===== config.mk =====
export PLATFORM = sky130hd
export DESIGN_NAME = i2s_receiver
export DESIGN_NICKNAME = d
export VERILOG_FILES = /design/src/rtl/i2s_receiver.sv
export SDC_FILE = /design/constraint.sdc
export NUM_CORES = 1
export LEC_CHECK = 0
export CAP_MARGIN = 10
export CORE_MARGIN = 3
export CORE_UTILIZATION = 50
export DETAILED_ROUTE_END_ITERATION = 6
export PLACE_DENSITY = 0.78
export SLEW_MARGIN = 25
export SYNTH_ARGS = -nofsm -noshare
export SYNTH_HDL_FRONTEND = slang
export SYNTH_SLANG_ARGS = --single-unit

===== constraint.sdc =====
create_clock -name clk -period 2.65 [get_ports clk]
set_clock_uncertainty 0.2 [all_clocks]
set_input_delay 0.6625 -clock clk [delete_from_list [all_inputs] [get_ports clk]]
set_output_delay 0.6625 -clock clk [all_outputs]
set_load 0.01 [all_outputs]

===== src/rtl/i2s_receiver.sv =====
// I2S stereo receiver: synchronises sck/ws/sd into clk, deserialises MSB-first slots
// into WIDTH-bit words and hands them out through a ready/valid holding register.
module i2s_receiver #(
    parameter int WIDTH       = 16,
    parameter int SYNC_STAGES = 2
) (
    input  logic             clk,
    input  logic             rst,
    input  logic             sck,
    input  logic             ws,
    input  logic             sd,
    output logic [WIDTH-1:0] data,
    output logic             channel,
    output logic             valid,
    input  logic             ready,
    output logic             overflow,
    input  logic             clear_ovf
);

    localparam int CW = $clog2(WIDTH + 1);

    typedef enum logic [1:0] {
        PRIME = 2'd0,
        SYNC  = 2'd1,
        RUN   = 2'd2
    } state_t;

    logic [SYNC_STAGES-1:0] sck_sync_reg;
    logic [SYNC_STAGES-1:0] ws_sync_reg;
    logic [SYNC_STAGES-1:0] sd_sync_reg;
    logic                   sck_d_reg;
    logic                   sck_s;
    logic                   ws_s;
    logic                   sd_s;
    logic                   rise;

    state_t                 state_reg, state_next;
    logic [WIDTH-1:0]       shift_reg, shift_next;
    logic [CW-1:0]          cnt_reg, cnt_next;
    logic                   cur_ch_reg, cur_ch_next;
    logic                   ws_prev_reg, ws_prev_next;

    logic                   transition;
    logic                   in_range;
    logic [WIDTH-1:0]       bit_mask;
    logic                   word_done;
    logic [WIDTH-1:0]       word_data;

    logic [WIDTH-1:0]       data_reg;
    logic                   channel_reg;
    logic                   valid_reg;
    logic                   overflow_reg;

    // All three pins share one synchroniser depth so ws/sd stay aligned with sck.
    always_ff @(posedge clk or posedge rst) begin
        if (rst) begin
            sck_sync_reg <= '0;
            ws_sync_reg  <= '0;
            sd_sync_reg  <= '0;
            sck_d_reg    <= 1'b0;
        end else begin
            sck_sync_reg <= {sck_sync_reg[SYNC_STAGES-2:0], sck};
            ws_sync_reg  <= {ws_sync_reg[SYNC_STAGES-2:0], ws};
            sd_sync_reg  <= {sd_sync_reg[SYNC_STAGES-2:0], sd};
            sck_d_reg    <= sck_s;
        end
    end

    assign sck_s = sck_sync_reg[SYNC_STAGES-1];
    assign ws_s  = ws_sync_reg[SYNC_STAGES-1];
    assign sd_s  = sd_sync_reg[SYNC_STAGES-1];
    assign rise  = sck_s & ~sck_d_reg;

    always_ff @(posedge clk or posedge rst) begin
        if (rst) begin
            state_reg   <= PRIME;
            shift_reg   <= '0;
            cnt_reg     <= '0;
            cur_ch_reg  <= 1'b0;
            ws_prev_reg <= 1'b0;
        end else begin
            state_reg   <= state_next;
            shift_reg   <= shift_next;
            cnt_reg     <= cnt_next;
            cur_ch_reg  <= cur_ch_next;
            ws_prev_reg <= ws_prev_next;
        end
    end

    assign transition = ws_s ^ ws_prev_reg;
    assign in_range   = (cnt_reg < CW'(WIDTH));
    assign bit_mask   = {{(WIDTH-1){1'b0}}, sd_s} << (CW'(WIDTH - 1) - cnt_reg);

    always_comb begin
        state_next   = state_reg;
        shift_next   = shift_reg;
        cnt_next     = cnt_reg;
        cur_ch_next  = cur_ch_reg;
        ws_prev_next = ws_prev_reg;
        word_done    = 1'b0;
        word_data    = in_range ? (shift_reg | bit_mask) : shift_reg;
        if (rise) begin
            ws_prev_next = ws_s;
            case (state_reg)
                PRIME: state_next = SYNC;
                SYNC: begin
                    if (transition) begin
                        shift_next  = '0;
                        cnt_next    = '0;
                        cur_ch_next = ws_s;
                        state_next  = RUN;
                    end
                end
                RUN: begin
                    // The bit seen with a ws change is the last bit of the closing word.
                    if (transition) begin
                        word_done   = 1'b1;
                        shift_next  = '0;
                        cnt_next    = '0;
                        cur_ch_next = ws_s;
                    end else if (in_range) begin
                        shift_next = word_data;
                        cnt_next   = cnt_reg + CW'(1);
                    end
                end
                default: state_next = PRIME;
            endcase
        end
    end

    // A new word may replace the held one in the same cycle it is consumed.
    always_ff @(posedge clk or posedge rst) begin
        if (rst) begin
            data_reg     <= '0;
            channel_reg  <= 1'b0;
            valid_reg    <= 1'b0;
            overflow_reg <= 1'b0;
        end else begin
            if (word_done && (!valid_reg || ready)) begin
                data_reg    <= word_data;
                channel_reg <= cur_ch_reg;
                valid_reg   <= 1'b1;
            end else if (valid_reg && ready) begin
                valid_reg <= 1'b0;
            end
            if (word_done && valid_reg && !ready) begin
                overflow_reg <= 1'b1;
            end else if (clear_ovf) begin
                overflow_reg <= 1'b0;
            end
        end
    end

    assign data     = data_reg;
    assign channel  = channel_reg;
    assign valid    = valid_reg;
    assign overflow = overflow_reg;

endmodule


==> impl_metrics.yaml <==
status:
  run_status: "complete, no violations"
worst_setup_path:
  cpPeakStageDelay_ns: 0.47
  setup.reg_to_reg.worst_slack_ns: 0.58
  critical-path-top-delay-family: "compound AO/OA/AOI/OAI gates"
  endpoint_kind: "register"
  regToRegEndpoint: "shift_reg[0]"
  timing.rr.start: "state_reg[0]"
  worst_ep_arrival_time_ns: 2.10
  crit_fanout: 10
  cp_cell_sequence: "inv_1, ha_1, nor2_2, a2111oi_2, a21oi_1, nor2_1"
  critPathKind: "register to register"
  r2r.worst_path.cells: 6
  crit_path_start_kind: "register"
  slowest_stage: "a2111oi_2"
  cp_data_required_time_ns: 2.68
  path_buf_inv: 1
logic_synthesis:
  ys_async_sr_fraction: 1.00
  synth-seq-cells: 51
  synth_enable_flop_cells: 0
  synthesis.yosys.warnings: 0
  mappedNetlistNets: 223
  seq_area_frac_synth: 0.567
  postSynthCellCount: 212
  syn_area_per_cell_um2: 10.6
  syn_area_um2: 2250
  synthDistinctLibCells: 38
  synthFlopType: "dfrtp_1"
route:
  detail_route.first_pass.iterations: 4
  routed_wirelength_um: 4110
  vias: 1593
  route.antenna.remaining_nets: 0
  detail_route.iter0.violations: 124
  detailed_route_wire_length_per_cell_um: 14.4
  drt_via_density: 5.59
  drcViolationCount: 0
clock_tree:
  clock_tree.buffer_depth: 2
  numCtsBuffers: 5
  cts_hold_repair.buffers: 0
  cts_resized: 0
  h-tree-depth: 2
  cts.root.buffer_cell: "clkbuf_8"
  worst_setup_hold_path_clk_slew_ns: 0.09
  clk-insertion-delay-late_ns: 0.30
  post-cts-setup-buffers: 0
  clkSinkCount: 51
  tritoncts_clock_tree: "done"
timing:
  fin_crit_sh: 0.781
  setup_total_negative_slack_ns: 0
  setup_viol: 0
  drv_slew: 0
  layout_min_cycle_time_ns: 2.07
  slew_worst_pin_ns: 0.698
  grt_setup_unrepaired: "no"
  timing_hold_violations_final: 0
  achievable-frequency_mhz: 483
  hold-worst-slack_ns: 0.157
  timing.max_slew.rel_slack: 0.535
global_route:
  global_route_wire_length_before_repair_um: 7070
  gr-usage-all-layers: 0.173
  grt_pass1_vias: 1488
  residual_overflow_from_global_routing: 0
  grt_max_degree: 33
  grt_antenna_before_repair: 0
job:
  drv.max_cap_violation_count: 0
finish:
  final_cell_count_without_fillers: 285
  regArea_um2: 1280
  layout.nets: 246
  drive_gt1_frac: 0.115
  area_overhead_of_the_layout_relative_to_synthesis_pct: 17.9
  layout_commonest_cell: "dfrtp_1"
  layout_common_cells: "51 x dfrtp_1, 33 x a21oi_1, 25 x clkdlybuf4s50_1"
  fillerInstances: 327
  postLayoutCellArea_um2: 2650
  insertedDiodeCount: 0
  multiInputGateArea_um2: 886
power_and_ir_drop:
  power.switching_fraction: 0.328
  power.switching_mw: 0.661
  power-per-cell-area_nw_per_um2: 760
  leakagePower_nw: 1.14
  clock_power_share: 0.258
  combinationalPowerShare: 0.273
  pwr-share-seq: 0.469
  total_power_mw: 2.02
  p_int_mw: 1.36
  vdd.ir_drop.worst_v: 0.000314
placed_design:
  hpwl_um: 2820
  finalWeightedCongestion: 0.807
  dpl.cell_count: 278
  port_buffers: 25
  postPlaceCellArea_um2: 2550
min_path:
  worstHoldPathCells: 0
  min-delay-path-class: "register to register"
  worstHoldEndpoint: "sck_sync_reg[1]"
  hold_path.startpoint: "sck_sync_reg[0]"
die:
  die_height_um: 73.1
  start_util: 0.539
  std_cell_rows: 23
  pin_count: 26
  die_width_um: 73.1
  fp.coreArea_um2: 4170
  fp.dieArea_um2: 5340
==> layout make-up <==
type,instances,share of cell area
clock buffer,5,0.0259
clock inverter,2,0.0141
inverter,6,0.00849
multi-input combinational,141,0.334
sequential,51,0.481
tap,50,0.0236
timing repair buffer,30,0.113
==> metal layers <==
metal | GRT usage | wire length, um | vias up | part of all wire
met1 | 0.237 | 1920 | 762 | 0.47
met5 | 0 | 0 | - | 0
met3 | 0.0386 | 190 | 6 | 0.046
met4 | 0.0717 | 48 | 0 | 0.012
met2 | 0.263 | 1940 | 36 | 0.47
li1 | - | - | 789 | -
==> worst register-to-register path: stages (launching register included) <==
cell and delay [ns]:
dfrtp_1 0.39, inv_1 0.09, ha_1 0.39, nor2_2 0.21, a2111oi_2 0.47, a21oi_1 0.14
nor2_1 0.12
==> how the worst max path moves through the flow <==
stage               slack, ns          from            to  cells after the start
detailed placement       0.50         ready      data[14]                      6
finish                   0.58  state_reg[0]  shift_reg[0]                      6
CTS                      0.56  state_reg[0]  shift_reg[0]                      6
global route             0.36  state_reg[0]  shift_reg[0]                      6
global placement         0.52         ready      data[11]                      6
floorplan                0.56           rst       channel                      1
==> metrics by stage <==
| stage | utilization | worst slack [ns] |
|---|---|---|
| after floorplan | - | 0.558 |
| after global placement | 0.610 | 0.517 |
| after detailed placement | 0.610 | 0.495 |
| after CTS | 0.636 | 0.557 |
| after global routing | 0.636 | 0.360 |
| final | 0.636 | 0.581 |
==> power by group through the flow <==
stage | sequential, mW | combinational (mW) | clock (mW)
CTS | 0.945 | 0.553 | 0.530
detailed placement | 0.957 | 0.546 | 0
finish | 0.946 | 0.551 | 0.521
global placement | 0.955 | 0.535 | 0
floorplan | 0.932 | 0.416 | 0
global route | 0.956 | 0.614 | 0.552
==> logic make-up after synthesis <==
| group | share of synthesized area |
|---|---|
| xor gates and xnor gates | 0.0111 |
| buffers and inverters | 0.0395 |
| AOI/OAI and AO/OA | 0.196 |
| adders and majority gates | 0.0222 |
| muxes | 0.0100 |
| and+or+nand+nor | 0.154 |
| DFF | 0.567 |
==> cell usage after synthesis, drive strengths merged (2+ instances only) <==
| master | instances | area [um^2] |
|---|---|---|
| dfrtp | 51 | 1280 |
| a21oi | 33 | 165 |
| nand2 | 23 | 86.3 |
| o21ai | 19 | 95.1 |
| nor2 | 18 | 70.1 |
| clkbuf | 8 | 30.0 |
| buf | 6 | 36.3 |
| inv | 6 | 22.5 |
| nand3 | 5 | 25.0 |
| a2111oi | 4 | 97.6 |
| ha | 4 | 50.1 |
| nor3b | 4 | 40.0 |
| and3 | 3 | 18.8 |
| nand2b | 3 | 18.8 |
| nor3 | 3 | 26.3 |
| a211oi | 2 | 20.0 |
| mux2 | 2 | 22.5 |
| nand4b | 2 | 17.5 |
| o22ai | 2 | 12.5 |
| or3b | 2 | 17.5 |
Power figures use the tool's default switching activity.
